$ cat config.mk
export PLATFORM = sky130hd
export DESIGN_NAME = game_irq_arbiter
export DESIGN_NICKNAME = d
export VERILOG_FILES = /design/src/rtl/game_defs_pkg.sv /design/src/rtl/game_irq_arbiter_irq_src_latch.sv /design/src/rtl/game_irq_arbiter.sv
export SDC_FILE = /design/constraint.sdc
export NUM_CORES = 1
export LEC_CHECK = 0
export CAP_MARGIN = 20
export CORE_MARGIN = 8
export CORE_UTILIZATION = 34
export DETAILED_ROUTE_END_ITERATION = 7
export PLACE_DENSITY = 0.6
export SLEW_MARGIN = 15
export SYNTH_ARGS = -nofsm -noshare
export SYNTH_HDL_FRONTEND = slang
export SYNTH_HIERARCHICAL = 1
export SYNTH_SLANG_ARGS = --single-unit
$ cat constraint.sdc
create_clock -name i_pix_clk -period 3.2 [get_ports i_pix_clk]
set_input_delay 0.96 -clock i_pix_clk [delete_from_list [all_inputs] [get_ports i_pix_clk]]
set_output_delay 0.96 -clock i_pix_clk [all_outputs]
set_load 0.1 [all_outputs]
$ cat src/rtl/game_defs_pkg.sv
// rtl/game_defs_pkg.sv - shared codes and FSM encoding for the game interrupt arbiter
package game_defs;

  localparam logic [7:0] GAME_OVER_STATE_DEF = 8'd10;
  localparam logic [1:0] IRQ_ID_COIN         = 2'd1;
  localparam logic [1:0] IRQ_ID_BARRIER      = 2'd2;
  localparam int         FRAME_CNT_W         = 8;

  typedef enum logic [1:0] {
    ARB_IDLE    = 2'd0,
    ARB_GRANT   = 2'd1,
    ARB_ASSERT  = 2'd2,
    ARB_HOLDOFF = 2'd3
  } arb_state_e;

  // Counter value seen on the cycle whose frame pulse completes n frames.
  function automatic logic [FRAME_CNT_W-1:0] frame_target(input int unsigned n);
    return FRAME_CNT_W'(n - 32'd1);
  endfunction

endpackage

$ cat src/rtl/game_irq_arbiter_irq_src_latch.sv
// rtl/game_irq_arbiter_irq_src_latch.sv - per-source edge detect, pending latch, saturating count, overflow
module irq_src_latch #(
  parameter int CNT_W = 8
) (
  input  logic             i_clk,
  input  logic             i_rst_n,
  input  logic             i_hit,
  input  logic             i_ignore,
  input  logic             i_mask,
  input  logic             i_clear,
  output logic             o_pending,
  output logic [CNT_W-1:0] o_count,
  output logic             o_overflow
);

  logic             hit_q;
  logic             pending_q, pending_d;
  logic             overflow_q, overflow_d;
  logic [CNT_W-1:0] count_q, count_d;
  logic             accept;

  assign accept = i_hit & ~hit_q & ~i_ignore & ~i_mask;

  always_comb begin
    pending_d  = pending_q;
    count_d    = count_q;
    overflow_d = overflow_q;
    if (accept) begin
      pending_d = 1'b1;
      if (count_q != '1) count_d = count_q + CNT_W'(1);
      // an ack in the same cycle retires the old event, so the new one is not lost
      if (pending_q && !i_clear) overflow_d = 1'b1;
    end else if (i_clear) begin
      pending_d = 1'b0;
    end
  end

  always_ff @(posedge i_clk or negedge i_rst_n) begin
    if (!i_rst_n) begin
      hit_q      <= 1'b0;
      pending_q  <= 1'b0;
      count_q    <= '0;
      overflow_q <= 1'b0;
    end else begin
      hit_q      <= i_hit;
      pending_q  <= pending_d;
      count_q    <= count_d;
      overflow_q <= overflow_d;
    end
  end

  assign o_pending  = pending_q;
  assign o_count    = count_q;
  assign o_overflow = overflow_q;

endmodule

$ cat src/rtl/game_irq_arbiter.sv
// rtl/game_irq_arbiter.sv - coin/barrier interrupt arbiter with req/ack handshake and frame rate limit
module game_irq_arbiter
  import game_defs::*;
#(
  parameter int         CNT_W           = 8,
  parameter int         HOLDOFF_FRAMES  = 2,
  parameter int         TIMEOUT_FRAMES  = 60,
  parameter logic [7:0] GAME_OVER_STATE = GAME_OVER_STATE_DEF
) (
  input  logic             i_pix_clk,
  input  logic             i_rst_n,
  input  logic             i_frame,
  input  logic [7:0]       i_state,
  input  logic             i_coin_hit,
  input  logic             i_barrier_hit,
  input  logic [1:0]       i_mask,
  input  logic             i_ack,
  output logic             o_coin_intr,
  output logic             o_barrier_intr,
  output logic [1:0]       o_pending,
  output logic [CNT_W-1:0] o_coin_count,
  output logic [CNT_W-1:0] o_barrier_count,
  output logic             o_overflow,
  output logic             o_timeout
);

  arb_state_e             state_q, state_d;
  logic [1:0]             id_q, id_d;
  logic [FRAME_CNT_W-1:0] frame_cnt_q, frame_cnt_d;
  logic                   timeout_q, timeout_d;
  logic                   ovf_coin, ovf_barrier;
  logic                   ack_ok, timeout_hit, holdoff_done;

  assign ack_ok       = (state_q == ARB_ASSERT) && i_ack;
  assign timeout_hit  = (TIMEOUT_FRAMES != 0) && i_frame &&
                        (frame_cnt_q == frame_target(TIMEOUT_FRAMES));
  assign holdoff_done = (HOLDOFF_FRAMES == 0) ||
                        (i_frame && (frame_cnt_q == frame_target(HOLDOFF_FRAMES)));

  irq_src_latch #(.CNT_W(CNT_W)) u_coin (
    .i_clk      (i_pix_clk),
    .i_rst_n    (i_rst_n),
    .i_hit      (i_coin_hit),
    .i_ignore   (1'b0),
    .i_mask     (i_mask[0]),
    .i_clear    (ack_ok && (id_q == IRQ_ID_COIN)),
    .o_pending  (o_pending[0]),
    .o_count    (o_coin_count),
    .o_overflow (ovf_coin)
  );

  irq_src_latch #(.CNT_W(CNT_W)) u_barrier (
    .i_clk      (i_pix_clk),
    .i_rst_n    (i_rst_n),
    .i_hit      (i_barrier_hit),
    .i_ignore   (i_state == GAME_OVER_STATE),
    .i_mask     (i_mask[1]),
    .i_clear    (ack_ok && (id_q == IRQ_ID_BARRIER)),
    .o_pending  (o_pending[1]),
    .o_count    (o_barrier_count),
    .o_overflow (ovf_barrier)
  );

  always_ff @(posedge i_pix_clk or negedge i_rst_n) begin
    if (!i_rst_n) begin
      state_q     <= ARB_IDLE;
      id_q        <= 2'd0;
      frame_cnt_q <= '0;
      timeout_q   <= 1'b0;
    end else begin
      state_q     <= state_d;
      id_q        <= id_d;
      frame_cnt_q <= frame_cnt_d;
      timeout_q   <= timeout_d;
    end
  end

  always_comb begin
    state_d   = state_q;
    id_d      = id_q;
    timeout_d = timeout_q;
    unique case (state_q)
      ARB_IDLE:    if (|o_pending) state_d = ARB_GRANT;
      ARB_GRANT: begin
        id_d    = o_pending[1] ? IRQ_ID_BARRIER : IRQ_ID_COIN;
        state_d = ARB_ASSERT;
      end
      ARB_ASSERT: begin
        if (i_ack) begin
          state_d = ARB_HOLDOFF;
        end else if (timeout_hit) begin
          timeout_d = 1'b1;
          state_d   = ARB_HOLDOFF;
        end
      end
      ARB_HOLDOFF: if (holdoff_done) state_d = ARB_IDLE;
      default:     state_d = ARB_IDLE;
    endcase
    // every state change restarts the frame count for the state being entered
    frame_cnt_d = (state_d != state_q) ? '0 : frame_cnt_q + FRAME_CNT_W'(i_frame);
  end

  always_comb begin
    o_coin_intr    = (state_q == ARB_ASSERT) && (id_q == IRQ_ID_COIN);
    o_barrier_intr = (state_q == ARB_ASSERT) && (id_q == IRQ_ID_BARRIER);
    o_overflow     = ovf_coin | ovf_barrier;
    o_timeout      = timeout_q;
  end

endmodule

# Yosys cells after proc, flatten, opt, wreduce, memory -nomap -nowiden
# Index checks and enable logic that the tools add are counted.
# op_classes
add_sub_neg	3
n_mul	0
div_mod_pow	0
n_lt_le_gt_ge	0
eq_ne	11
n_shift	0
n_mux	11
bitwise_logic	12
n_reduce_logical	20
# op_table
operator	count
$add 8x1->8 const B	2
$ne 8x8->1 const B	2
$mux 2	5
$logic_and 1x1->1	9
$add 8x1->8	1
$eq 8x1->1 const B	1
$eq 8x4->1 const B	1
$eq 8x6->1 const B	1
$mux 8	1
$pmux 2 s4	1
$reduce_and 2->1	4
$eq 2x2->1 const B	3
$not 1->1	6
$and 1x1->1	5
$eq 2x1->1 const B	2
$mux 1	4
$reduce_bool 2->1	2
$reduce_and 3->1	1
$logic_not 1->1	2
$logic_not 2->1	1
$ne 2x2->1	1
$reduce_or 2->1	1
$or 1x1->1	1
# totals
reg_bits	35
latchBits	0
ramBits	0
mem_bits_ro	0
input_bits	16
wordCells	69
memories	0

# Longest topological paths before layout
# logic_depth
ltp_word	7
ltp_mapped	6
depth_no_buf	6

# Cells and area by module
# The synthesis kept the hierarchy.
# modules_own_cells
module	n_inst	cells_each	area_each_um2	seq_area_each_um2
irq_src_latch	2	49	554.3	275.3
game_irq_arbiter	1	67	738.2	325.3

# Least setup slack after synthesis
# OpenSTA, ideal clock, no wires.
# synth_timing
kind	register to output
startpoint	reg state_q[1]
endpoint	out o_barrier_intr
arrival_ps	2956
slack_ps	-716
stages_incl_launch_ff	3
path_cell_list	dfrtp_1 > or2b_1 > nor3b_1
# synth_via
elab_chain_cells	2
# synth_lines
element	line_no	source
from (decl)	game_irq_arbiter.sv:27	arb_state_e state_q, state_d;
from (signal assigned)	game_irq_arbiter.sv:71	state_q <= state_d;
$eq 2x2->1	game_irq_arbiter.sv:105	o_barrier_intr = (state_q == ARB_ASSERT) && (id_q == IRQ_ID_BARRIER);
$logic_and 1x1->1	game_irq_arbiter.sv:105	
to (decl)	game_irq_arbiter.sv:19	output logic o_barrier_intr,
# No other way between the ends.

# Worst setup path after layout
# layout_timing
startpoint	in i_state[2]
endpoint	reg u_barrier.count_q[6], in the netlist u_barrier/o_count[6]
# layout_via
elab_chain_cells	5
# layout_lines
element	line_no	source
from (decl)	game_irq_arbiter.sv:13	input logic [7:0] i_state,
$eq 8x4->1	game_irq_arbiter.sv:56	.i_ignore (i_state == GAME_OVER_STATE),
$not 1->1	game_irq_arbiter_irq_src_latch.sv:22	assign accept = i_hit & ~hit_q & ~i_ignore & ~i_mask;
$and 1x1->1 (2 in a row)	game_irq_arbiter_irq_src_latch.sv:22	
$reduce_and 2->1 (no source line)	-	
to (signal assigned)	game_irq_arbiter_irq_src_latch.sv:47	count_q <= count_d;
to (decl)	game_irq_arbiter_irq_src_latch.sv:19	logic [CNT_W-1:0] count_q, count_d;
# No other way between the ends.
# A chain may end at the register's enable or synchronous reset.

==> flow_metrics.py <==
metrics = {
    "final_layout": {
        "final_nets": 227,
        "n_fill_cell": 530,
        "design_area_um2": 2331,
        "final_layout_size_suffix_gt1_frac": 0.2609,
        "num_antenna_cells": 0,
        "final_util": 0.4340,
        "final_cell_mix": "dfrtp_1 (35), buf_4 (23), clkdlybuf4s50_1 (15)",
        "final_common_cell": "dfrtp_1",
        "instances_no_fill": 279,
        "area_growth_pct": 26.22,
    },
    "clock_tree": {
        "holdBufCountCts": 0,
        "numCtsBuffers": 5,
        "cts.sink_count": 35,
        "cts_tree": "done",
        "clk_pin_slew_worst_paths_ns": 0.07,
        "ctsResizeCount": 0,
        "cts.htree.levels": 2,
        "cts_root_buf": "clkbuf_8",
        "cts_setup_buffers": 0,
        "cts_buffer_depth": 2,
        "clkLatencyLatePin_ns": 0.28,
    },
    "timing": {
        "period_share": 0.8355,
        "finClkSkew_ns": 0.01009,
        "tns_ns": 0,
        "setup_violations": 0,
        "timing.final.max_slew_violations": 0,
        "whs_ns": 0.4636,
        "slew_headroom": 0.6597,
        "worst_pin_slew_ns": 0.5033,
        "hold_viol_final": 0,
        "setup_ws_ns": 0.5264,
        "fin_crit_ns": 2.674,
        "rsz0062_at_grt": "no",
        "max_freq_mhz": 374.0,
    },
    "route": {
        "antenna_left": 0,
        "wl_per_cell_um": 13.59,
        "drt-pass1-iter-count": 4,
        "routed_wirelength_mm": 3.793,
        "vias": 1394,
        "drc": 0,
        "drtIter0Drc": 24,
        "vias_per_cell": 4.996,
    },
    "power_and_ir_drop": {
        "swShare": 0.5214,
        "ir_worst_vdd_mv": 0.8909,
        "p_seq_frac": 0.350,
        "p_leak_nw": 0.9790,
        "p_per_area_nw_per_um2": 869.6,
        "p_sw_mw": 1.057,
        "totalPowerFinal_mw": 2.027,
        "power.share.clock": 0.157,
        "power.internal_mw": 0.9701,
        "power_frac_comb": 0.493,
    },
    "floorplan": {
        "fp-row-count": 27,
        "die_height_um": 89.70,
        "io_pins": 38,
        "initial_core_util": 0.3438,
        "die-area_um2": 8046,
        "core-area_um2": 5371,
        "die_w_um": 89.70,
    },
    "synthesis": {
        "ys_ff_latch": 35,
        "synth_area_um2": 1847,
        "yosys.cell_types.count": 45,
        "avgSynthCellArea_um2": 11.19,
        "seq_area_frac_synth": 0.4743,
        "synth_area_leaders": "dfrtp_1 (47%), nor3_2 (3.3%), mux2_2 (3.0%), xnor2_1 (2.8%), ha_1 (2.7%)",
        "ys_warn_count": 6,
        "synth.largest_area_cell": "dfrtp_1",
        "synth_top_area_frac": 0.4743,
        "syn_inst": 165,
    },
    "grt": {
        "antenna_found_initial": 0,
        "grt_max_degree": 36,
        "track_usage": 0.09260,
        "grt_pass1_vias": 1329,
        "grt_first_pass_wirelength_mm": 6.389,
        "overflow": 0,
    },
    "placement": {
        "port_buffers": 37,
        "dp.cells": 272,
        "dpl.hpwl_mm": 2.735,
        "dpl_cell_area_um2": 2243,
        "place.gp.congestion": 0.7939,
        "pre_cts_slack_ns": 0.2340,
    },
    "worst_hold_path": {
        "hold_class": "flip-flop to flip-flop",
    },
    "flow_run": {
        "cap_violations": 0,
    },
    "setup_path": {
        "setup.worst_path.end_class": "flip-flop",
        "startpoint_type": "input pin",
        "critPathKind": "input pin to flip-flop",
        "required_ns": 3.36,
        "arrival_ns": 2.83,
        "crit_fanout": 8,
    },
    "run_status": {
        "status": "finished, final reports clean",
    },
}
==> flip-flops by register name, summed over array words and instances, names as in the netlist <==
register              count
u_coin/o_pending          1
o_timeout                 1
u_barrier/o_pending       1
u_barrier/o_count         8
u_barrier/hit_q           1
u_barrier/o_overflow      1
u_coin/o_overflow         1
u_coin/hit_q              1
id_q                      2
frame_cnt_q               8
u_coin/o_count            8
state_q                   2
==> power by group through the flow <==
stage	logic [mW]	registers [mW]	clock network (mW)
detailed placement	1.01	0.716	0
global route	1.05	0.736	0.345
global placement	1.00	0.716	0
CTS	1.01	0.709	0.334
floorplan	0.321	1.16	0
finish	0.999	0.709	0.319
==> worst max-delay path, cell delays in order <==
cell and delay (ns):
clkdlybuf4s50_1 0.44, nand4bb_1 0.11, nor2_1 0.05, or4b_1 0.68, nor3_2 0.23, mux2_2 0.35
==> cell families (layout without fill, tap and decap cells) <==
logic type,count (synthesis),in the layout,synth area share
fa+ha+maj,4,4,0.02710
xor+xnor,10,10,0.04742
compound gates,28,28,0.1165
buf+inv,10,51,0.02846
other cells,1,2,0.002031
flops,35,35,0.4743
mux,9,9,0.05487
simple gates,68,68,0.2493
==> synth_stat cells, drive strengths merged <==
cell     count
nor3         7
o31ai        2
o21ai        8
nand3        9
or2          1
a32oi        1
a41oi        2
nor4         1
mux2         9
or4b         2
and3b        1
nand3b       1
and3         2
a21oi        6
a311oi       2
nor2b        2
inv          6
o211ai       1
or2b         1
nor3b        4
xor2         4
nand2       11
nand4bb      1
nor4b        3
o311ai       1
clkbuf       2
o21bai       1
and4         2
nand4        6
dfrtp       35
conb         1
nor2         9
a211oi       4
or4          2
xnor2        6
buf          2
nand2b       3
ha           4
==> area by class of cell <==
class	instances	area (µm²)	share of cell area
Sequential cell	35	875.8	0.3757
Clock inverter	1	5.005	0.002147
Timing Repair Buffer	38	322.8	0.1385
Multi-Input combinational cell	121	932.1	0.3999
Tap cell	72	90.09	0.03865
Clock buffer	6	82.58	0.03543
Inverter	6	22.52	0.009662
==> worst paths after layout <==
check                                        to  cells past startpoint  slack [ns]              start
setup reg to reg           u_barrier/o_count[6]                      3        1.43    u_barrier/hit_q
hold / removal                u_coin/o_overflow                      2        0.46  u_coin/o_overflow
setup / recovery           u_barrier/o_count[6]                      6        0.53         i_state[2]
hold reg to reg               u_coin/o_overflow                      2        0.46  u_coin/o_overflow
min in group asynchronous        frame_cnt_q[7]                      2        1.09            i_rst_n
max in group asynchronous     u_coin/o_count[7]                      2        1.78            i_rst_n
==> per-layer routing <==
layer	track usage	routed length, µm	part of all wire
met5	0	0	0
met4	0.02539	15	0.0040
met3	0.03408	220	0.058
met2	0.1399	1728	0.46
met1	0.1204	1828	0.48
Note: power is estimated with default switching activity, not from simulation.
